===== src/rtl/cell_particle_reader.sv =====
// Read sequencer for one cell position memory: fetches the count word,
// then streams particle words 1..N through a credit-limited show-ahead FIFO.
module cell_particle_reader #(
  parameter int DATA_WIDTH   = 96,
  parameter int ADDR_WIDTH   = 8,
  parameter int PARTICLE_NUM = 220,
  parameter int RD_LATENCY   = 2,
  parameter int FIFO_DEPTH   = 4
) (
  input  logic                  clk,
  input  logic                  rst,
  input  logic                  start,
  output logic                  busy,
  output logic                  done,
  output logic [ADDR_WIDTH-1:0] particle_count,
  output logic [ADDR_WIDTH-1:0] mem_address,
  output logic                  mem_rden,
  input  logic [DATA_WIDTH-1:0] mem_q,
  output logic [DATA_WIDTH-1:0] out_data,
  output logic [ADDR_WIDTH-1:0] out_pid,
  output logic                  out_valid,
  input  logic                  out_ready
);

  localparam int PW = (FIFO_DEPTH > 1) ? $clog2(FIFO_DEPTH) : 1;
  localparam int CW = $clog2(FIFO_DEPTH + 1);
  localparam int WW = (RD_LATENCY > 1) ? $clog2(RD_LATENCY) : 1;
  localparam int SW = $clog2(FIFO_DEPTH + RD_LATENCY + 1);
  localparam logic [ADDR_WIDTH-1:0] MAX_CNT = ADDR_WIDTH'(PARTICLE_NUM - 1);

  typedef enum logic [2:0] {
    S_IDLE,
    S_REQ_CNT,
    S_WAIT_CNT,
    S_STREAM,
    S_DRAIN,
    S_FIN
  } state_e;

  state_e                state_q, state_d;
  logic [WW-1:0]         wait_q, wait_d;
  logic [ADDR_WIDTH-1:0] count_q, count_d;
  logic [ADDR_WIDTH-1:0] next_q, next_d;
  logic [ADDR_WIDTH-1:0] xfer_q, xfer_d;
  logic [ADDR_WIDTH-1:0] last_q, last_d;

  logic                  sr_vld_q  [RD_LATENCY];
  logic                  sr_vld_d  [RD_LATENCY];
  logic [ADDR_WIDTH-1:0] sr_addr_q [RD_LATENCY];
  logic [ADDR_WIDTH-1:0] sr_addr_d [RD_LATENCY];

  logic [DATA_WIDTH-1:0] fd_q [FIFO_DEPTH];
  logic [DATA_WIDTH-1:0] fd_d [FIFO_DEPTH];
  logic [ADDR_WIDTH-1:0] fp_q [FIFO_DEPTH];
  logic [ADDR_WIDTH-1:0] fp_d [FIFO_DEPTH];
  logic [PW-1:0]         rd_q, rd_d;
  logic [PW-1:0]         wr_q, wr_d;
  logic [CW-1:0]         fcnt_q, fcnt_d;

  logic                  issue;
  logic                  issue_pid;
  logic [ADDR_WIDTH-1:0] issue_addr;
  logic [ADDR_WIDTH-1:0] cnt_raw;
  logic [ADDR_WIDTH-1:0] cnt_clamp;
  logic [SW-1:0]         inflight;
  logic                  credit_ok;
  logic                  push;
  logic                  pop;
  logic                  drained;

  assign cnt_raw   = mem_q[ADDR_WIDTH-1:0];
  assign cnt_clamp = (cnt_raw > MAX_CNT) ? MAX_CNT : cnt_raw;

  assign out_valid = (fcnt_q != '0);
  assign out_data  = fd_q[rd_q];
  assign out_pid   = fp_q[rd_q];
  assign pop       = out_valid && out_ready;
  assign push      = sr_vld_q[RD_LATENCY-1];

  // every in-flight read owns a FIFO slot, so a return can never overflow
  always_comb begin
    inflight = '0;
    for (int i = 0; i < RD_LATENCY; i++) begin
      inflight = inflight + SW'(sr_vld_q[i]);
    end
  end

  assign credit_ok = (inflight + SW'(fcnt_q)) < SW'(FIFO_DEPTH);
  assign drained   = ((xfer_q + ADDR_WIDTH'(pop)) == count_q) &&
                     (inflight == '0) && (fcnt_q == CW'(pop));

  always_comb begin
    state_d    = state_q;
    wait_d     = wait_q;
    count_d    = count_q;
    next_d     = next_q;
    xfer_d     = pop ? xfer_q + ADDR_WIDTH'(1) : xfer_q;
    issue      = 1'b0;
    issue_pid  = 1'b0;
    issue_addr = last_q;
    unique case (state_q)
      S_IDLE: begin
        if (start) state_d = S_REQ_CNT;
      end
      S_REQ_CNT: begin
        issue      = 1'b1;
        issue_addr = '0;
        wait_d     = '0;
        xfer_d     = '0;
        state_d    = S_WAIT_CNT;
      end
      S_WAIT_CNT: begin
        if (wait_q == WW'(RD_LATENCY - 1)) begin
          count_d = cnt_clamp;
          next_d  = ADDR_WIDTH'(1);
          state_d = (cnt_clamp == '0) ? S_DRAIN : S_STREAM;
        end else begin
          wait_d = wait_q + WW'(1);
        end
      end
      S_STREAM: begin
        if (credit_ok) begin
          issue      = 1'b1;
          issue_pid  = 1'b1;
          issue_addr = next_q;
          next_d     = next_q + ADDR_WIDTH'(1);
          if (next_q == count_q) state_d = S_DRAIN;
        end
      end
      S_DRAIN: begin
        if (drained) state_d = S_FIN;
      end
      S_FIN: begin
        state_d = S_IDLE;
      end
      default: begin
        state_d = S_IDLE;
      end
    endcase
    last_d = issue_addr;
  end

  assign mem_rden       = issue;
  assign mem_address    = issue_addr;
  assign busy           = (state_q != S_IDLE) && (state_q != S_FIN);
  assign done           = (state_q == S_FIN);
  assign particle_count = count_q;

  always_comb begin
    sr_vld_d[0]  = issue_pid;
    sr_addr_d[0] = issue_addr;
    for (int i = 1; i < RD_LATENCY; i++) begin
      sr_vld_d[i]  = sr_vld_q[i-1];
      sr_addr_d[i] = sr_addr_q[i-1];
    end
  end

  always_comb begin
    fd_d = fd_q;
    fp_d = fp_q;
    rd_d = rd_q;
    wr_d = wr_q;
    if (push) begin
      fd_d[wr_q] = mem_q;
      fp_d[wr_q] = sr_addr_q[RD_LATENCY-1];
      wr_d = (wr_q == PW'(FIFO_DEPTH - 1)) ? '0 : wr_q + PW'(1);
    end
    if (pop) begin
      rd_d = (rd_q == PW'(FIFO_DEPTH - 1)) ? '0 : rd_q + PW'(1);
    end
    fcnt_d = fcnt_q + CW'(push) - CW'(pop);
  end

  always_ff @(posedge clk) begin
    if (rst) begin
      state_q <= S_IDLE;
      wait_q  <= '0;
      count_q <= '0;
      next_q  <= '0;
      xfer_q  <= '0;
      last_q  <= '0;
      rd_q    <= '0;
      wr_q    <= '0;
      fcnt_q  <= '0;
      for (int i = 0; i < RD_LATENCY; i++) begin
        sr_vld_q[i]  <= 1'b0;
        sr_addr_q[i] <= '0;
      end
      for (int i = 0; i < FIFO_DEPTH; i++) begin
        fd_q[i] <= '0;
        fp_q[i] <= '0;
      end
    end else begin
      state_q   <= state_d;
      wait_q    <= wait_d;
      count_q   <= count_d;
      next_q    <= next_d;
      xfer_q    <= xfer_d;
      last_q    <= last_d;
      rd_q      <= rd_d;
      wr_q      <= wr_d;
      fcnt_q    <= fcnt_d;
      sr_vld_q  <= sr_vld_d;
      sr_addr_q <= sr_addr_d;
      fd_q      <= fd_d;
      fp_q      <= fp_d;
    end
  end

  always_ff @(posedge clk) begin
    if (!rst) begin
      assert (!(push && !pop && fcnt_q == CW'(FIFO_DEPTH)));
    end
  end

endmodule


===== config.mk =====
export PLATFORM = sky130hd
export DESIGN_NAME = cell_particle_reader
export DESIGN_NICKNAME = d
export VERILOG_FILES = /design/src/rtl/cell_particle_reader.sv
export SDC_FILE = /design/constraint.sdc
export NUM_CORES = 1
export LEC_CHECK = 0
export BUFFER_PORTS_ARGS = -buffer_cell sky130_fd_sc_hd__clkbuf_2
export CORE_AREA = 5 5 248 250
export DETAILED_ROUTE_END_ITERATION = 6
export DIE_AREA = 0 0 253 255
export PLACE_DENSITY = 0.47
export SLEW_MARGIN = 40
export SYNTH_ARGS = -nofsm -noshare
export SYNTH_HDL_FRONTEND = slang
export SYNTH_SLANG_ARGS = --single-unit

===== constraint.sdc =====
create_clock -name clk -period 3.3 [get_ports clk]
set_input_delay 0.33 -clock clk [delete_from_list [all_inputs] [get_ports clk]]
set_output_delay 0.33 -clock clk [all_outputs]
set_load 0.02 [all_outputs]

# --- After elaboration in Yosys (flattened, before gate mapping) ---
# Cells that the tools add are included.
totals:
  reg_bits: 469
  wordCells: 102
classes:
  n_addsub: 10
  n_lt_le_gt_ge: 5
  eq_ne: 16
  n_mux: 31
  bitwise_logic: 3
  n_reduce_logical: 17
ops:
  columns: ["cell", "n"]
  rows:
  - ["bitwise mux 384 bit", 1]
  - ["2-to-1 mux 96 bit", 3]
  - ["binary-select mux 96 bit (select 2 bit)", 1]
  - ["demux 96 bit (select 2 bit)", 1]
  - ["2-to-1 mux 8 bit", 7]
  - ["bitwise mux 32 bit", 1]
  - ["one-hot mux 8 bit (2 select lines)", 2]
  - ["2-to-1 mux 3 bit", 6]
  - ["adder 8 x 1 -> 8 bit (second input constant)", 2]
  - ["binary-select mux 8 bit (select 2 bit)", 1]
  - ["demux 8 bit (select 2 bit)", 1]
  - ["equality test 8 bit", 2]
  - ["one-hot mux 3 bit (5 select lines)", 1]
  - ["inequality test 2 bit (second input constant)", 5]
  - ["adder 8 x 1 -> 8 bit", 1]
  - ["greater-than comparator 8 bit (second input constant)", 1]
  - ["logical NOT 8 bit", 1]
  - ["equality test 3 x 2 -> 1 bit (second input constant)", 2]
  - ["equality test 3 bit (second input constant)", 2]
  - [">= comparator 3 bit (second input constant)", 2]
  - ["logical NOT 3 bit", 2]
  - ["NOT 2 -> 3 bit", 2]
  - ["nonzero test 3 bit", 2]
  - ["logical AND 1 bit", 5]
  - ["21 further kinds", 28]

# --- Depth between registers and ports, before layout ---
depth:
  depth_word: 8
  mapped_depth: 11
  depth_no_buf: 11

# --- Worst setup path before layout ---
# OpenSTA, ideal clock, no wires.
synth_path:
  kind: "reg-to-reg"
  from: "register fcnt_q[2]"
  to: "register fcnt_q[2]"
  setup_ns: 0.128
  arrival_time_ns: 2.277
  setup_slack_ns: 0.896
  path_stages_with_launch: 12
  path_buffers: 0
  synth_period_minus_slack_ns: 2.404
  path_cell_list: "dfxtp_1 > or3_1 > nand2_1 > inv_2 > ha_1 > inv_1 > ha_1 > inv_1 > fa_1 > xor2_1 > xnor2_1 > nor2_1"
synth_between:
  elab_chain_cells: 3
  elab_cells_between_ends: 4
synth_rtl:
  columns: ["item", "line_no", "text"]
  rows:
  - ["start, declared", "58", "logic [CW-1:0] fcnt_q, fcnt_d;"]
  - ["start signal, assigned", "202", "fcnt_q <= fcnt_d;"]
  - ["nonzero test 3 bit", "74", "assign out_valid = (fcnt_q != '0);"]
  - ["net out_valid", "21", "output logic out_valid,"]
  - ["logical AND 1 bit", "77", "assign pop = out_valid && out_ready;"]
  - ["net pop", "68", "logic pop;"]
  - ["subtractor 3 x 1 -> 3 bit", "171", "fcnt_d = fcnt_q + CW'(push) - CW'(pop);"]
# The timed path passes the listed nets, and every way through them passes these cells.
# A chain may end at the register's enable or synchronous reset.

# --- Worst setup path in the final report ---
layout_path:
  from: "register sr_vld_q (netlist bit sr_vld_d[0])"
  to: "output port mem_address[4]"
layout_between:
  elab_chain_cells: 5
layout_rtl:
  columns: ["item", "line_no", "text"]
  rows:
  - ["start, declared", "47", "logic sr_vld_q [RD_LATENCY];"]
  - ["start signal, assigned", "203", "sr_vld_q <= sr_vld_d;"]
  - ["adder 1 x 1 -> 2 bit", "84", "inflight = inflight + SW'(sr_vld_q[i]);"]
  - ["adder 2 x 3 -> 3 bit", "88", "assign credit_ok = (inflight + SW'(fcnt_q)) < SW'(FIFO_DEPTH);"]
  - ["< comparator 3 bit", "88", null]
  - ["2-to-1 mux 8 bit", "122", "if (credit_ok) begin"]
  - ["one-hot mux 8 bit (2 select lines)", "101", "unique case (state_q)"]
  - ["end, declared", "16", "output logic [ADDR_WIDTH-1:0] mem_address,"]
# Every way passes these cells.

==> flow_summary.yaml <==
run_status:
  status: "finished, final reports clean"
pwr:
  max-vdd-ir-drop_mv: 0.392
  total_leakage_power_nw: 8.31
  power.total_w: 0.0139
  pwr_density_nw_per_um2: 581
critical_path:
  r2r-start: "fcnt_q[1]"
  cp_launch_point: "sr_vld_d[0]"
  critPathMaxFanout: 12
  r2r_setup_slack_ns: 0.86
  start_kind: "register"
  crit_arrival_ns: 2.77
  critical_path.slowest_cell: "a311o_1"
  crit_path_cell_trace: "ha_1 -> ha_1 -> a311o_1 -> and3_4 -> nor2_4 -> a22o_1 -> a22o_1 -> clkbuf_2"
  crit_required_ns: 2.97
  critPathMaxStageDelay_ns: 0.38
  worst_r2r_endpoint: "fcnt_q[2]"
  endpoint_of_the_most_critical_setup_path: "mem_address[4]"
  rr_worst_depth: 11
  setup.worst_path.end_class: "output pin"
  critical_path_class: "reg2out"
placed_design:
  dp_hpwl_mm: 34.3
  io_buf_count: 223
  gp_routability_congestion: 0.782
timing:
  slew_headroom_pct: 49.6
  layout_min_cycle_time_ns: 3.10
  rsz0062_at_grt: "no"
  fin_skew_ns: 0.0210
  drv_slew: 0
  totalNegativeSetupSlack_ns: 0
  min_period_over_period_pct: 93.9
  report.final.setup_viol: 0
  timing.fmax_mhz: 323
  tightest_pin_transition_ns: 0.757
  final-hold-violation-count: 0
routing:
  wire_per_inst_um: 18.2
  drt_drc_violations_left: 0
  drt-total-wl_mm: 59.7
  drt_first_pass_iters: 5
  vias: 16318
  drtIter0Drc: 1013
  average_via_count_per_standard_cell: 4.98
  drt.antenna.violating_nets: 0
hold_path:
  timing.hold.worst.class: "in2reg"
  hold_start: "mem_q[6]"
  holdPathStages: 3
global_routing:
  first_global_vias: 16091
  antenna_found_initial: 2
  grt_use_met3_pct: 4.01
  groute.usage.overall_pct: 17.9
  grt_overflow_total: 0
  groute.layer.met1.usage_pct: 22.9
  grt_most_used_layer: "met2"
  grt_pass1_wl_mm: 92.9
  grt_max_degree: 147
  grtUsageMet2_pct: 31.3
logic_synthesis:
  netlist_top_cells_area: "dfxtp_1 49%, nand2_1 17%, mux4_2 12%"
  mappedNetlistNets: 2357
  synthDistinctLibCells: 40
  syn_inst_count: 2242
  synth_top_cell_area_share_pct: 48.8
  fraction_of_the_yosys_area_taken_by_sequential_cells_pct: 48.8
  synth_edf_count: 0
  post_synthesis_async_set_or_reset_flop_share_pct: 0
  synth_register_bits: 469
  avgSynthCellArea_um2: 8.58
  postSynth.topFlopCell: "dfxtp_1"
  syn-cell-area_um2: 19200
  yosysWarnings: 0
  synth_top_area_cell: "dfxtp_1"
cells_and_area:
  design.final.nets: 2574
  layout.cells.most_common: "nand2_1"
  final_cell_mix: "852 x nand2_1, 467 x dfxtp_1, 431 x a21oi_1"
  layout-drive-gt1-share_pct: 18.6
  area_growth_pct: 24.6
clock_tree:
  reg_clk_slew_reported_paths_ns: 0.06
  clock_tree.htree_level_count: 2
  cts_tree: "yes"
  cts_setup_buffers: 0
  cts_sinks: 469
  root_buffer: "clkbuf_16"
  worst_skew_pair.late_latency_ns: 0.61
  clock_path_buffers: 3
  numCtsBuffers: 56
job:
  timing.max_cap.violations: 0
floorplan:
  initial_utilization_pct: 32.7
  io-pin-count: 224
  number_of_cell_rows: 89
  die_w_um: 253
  core_um2: 58800
  floorplan.die.height_um: 255
  die-area_um2: 64500
==> worst min-delay path by stage <==
stage                            to  slack, ns
after floorplan           fd_q[191]       0.43
after global placement    fd_q[324]       0.44
after detailed placement  fd_q[194]       0.45
after CTS                  fd_q[97]       0.02
after global routing        fd_q[6]       0.05
final                       fd_q[6]       0.07
==> worst max-delay path: cells and delay by family (launching register included) <==
family	cells	cell delay (ns)
flip-flops	1	0.31
buffers and inverters	1	0.17
adder cells (fa/ha/maj)	2	0.49
AO/OA/AOI/OAI	3	0.72
AND/OR/NAND/NOR	2	0.47
==> area by class of cell <==
type / count / area (um2)
Fill cell: 5896 / 34800
Sequential cell: 469 / 9400
Multi-Input combinational cell: 1583 / 9180
Timing Repair Buffer: 340 / 2440
Clock buffer: 81 / 1660
Tap cell: 773 / 967
Clock inverter: 21 / 292
Inverter: 9 / 33.8
Antenna cell: 2 / 5.00
==> cell families (layout without fill, tap and decap cells) <==
family,Yosys count,after routing,share of synthesized area (%)
AND/OR/NAND/NOR,954,954,19.4
other,0,2,0
adder cells (fa/ha/maj),15,15,1.01
XOR/XNOR,33,33,1.50
buffers and inverters,190,451,3.87
flip-flops,469,469,48.8
AO/OA/AOI/OAI,474,474,13.0
multiplexers,107,107,12.3
==> timing repair <==
item / in CTS / in global routing
hold buffers: 88 / 0
setup endpoints to repair: 0 / 8
resized for setup: 0 / 1
hold endpoints to repair: 352 / 0
==> per-stage QoR <==
step	worst slack (ns)	hold WS (ns)	utilization, %	area [um2]	cells
floorplan	0.896	0.433	-	19200	2242
CTS	0.0505	0.0215	40.7	23900	3275
global route	0.0459	0.0462	40.8	24000	3278
global placement	0.771	0.439	35.7	21000	3080
detailed placement	0.709	0.445	35.9	21100	3085
finish	0.202	0.0658	40.8	24000	3278
==> where the power goes <==
| group | internal [W] | switching [W] |
|---|---|---|
| Sequential | 0.00575 | 0.000175 |
| Combinational | 0.000647 | 0.000922 |
| Clock | 0.00394 | 0.00250 |
==> state kept, by name (all words and copies together) (netlist names), 3 cells and up <==
register	cells
fcnt_q	3
xfer_q	8
state_q	3
next_q	8
particle_count	8
sr_addr_q	8
fp_q	32
fd_q	384
sr_addr_d	8
==> per-layer routing <==
layer | part of all wire, % | vias up
li1 | - | 7997
met1 | 43 | 7875
met2 | 49 | 372
met3 | 6.0 | 74
met4 | 1.8 | 0
met5 | 0 | -
==> cells in the mapped netlist, types with 11 or more instances <==
cell      count
nor2b_1      14
nand2_1     856
a22o_1       16
dfxtp_1     469
nand4_1      11
mux4_2      104
nor3_1       11
nor2_1       31
a21oi_1     431
clkbuf_1    123
buf_1        33
ha_1         14
xnor2_1      15
xor2_1       18
buf_2        25
Note: power is estimated with default switching activity, not from simulation.
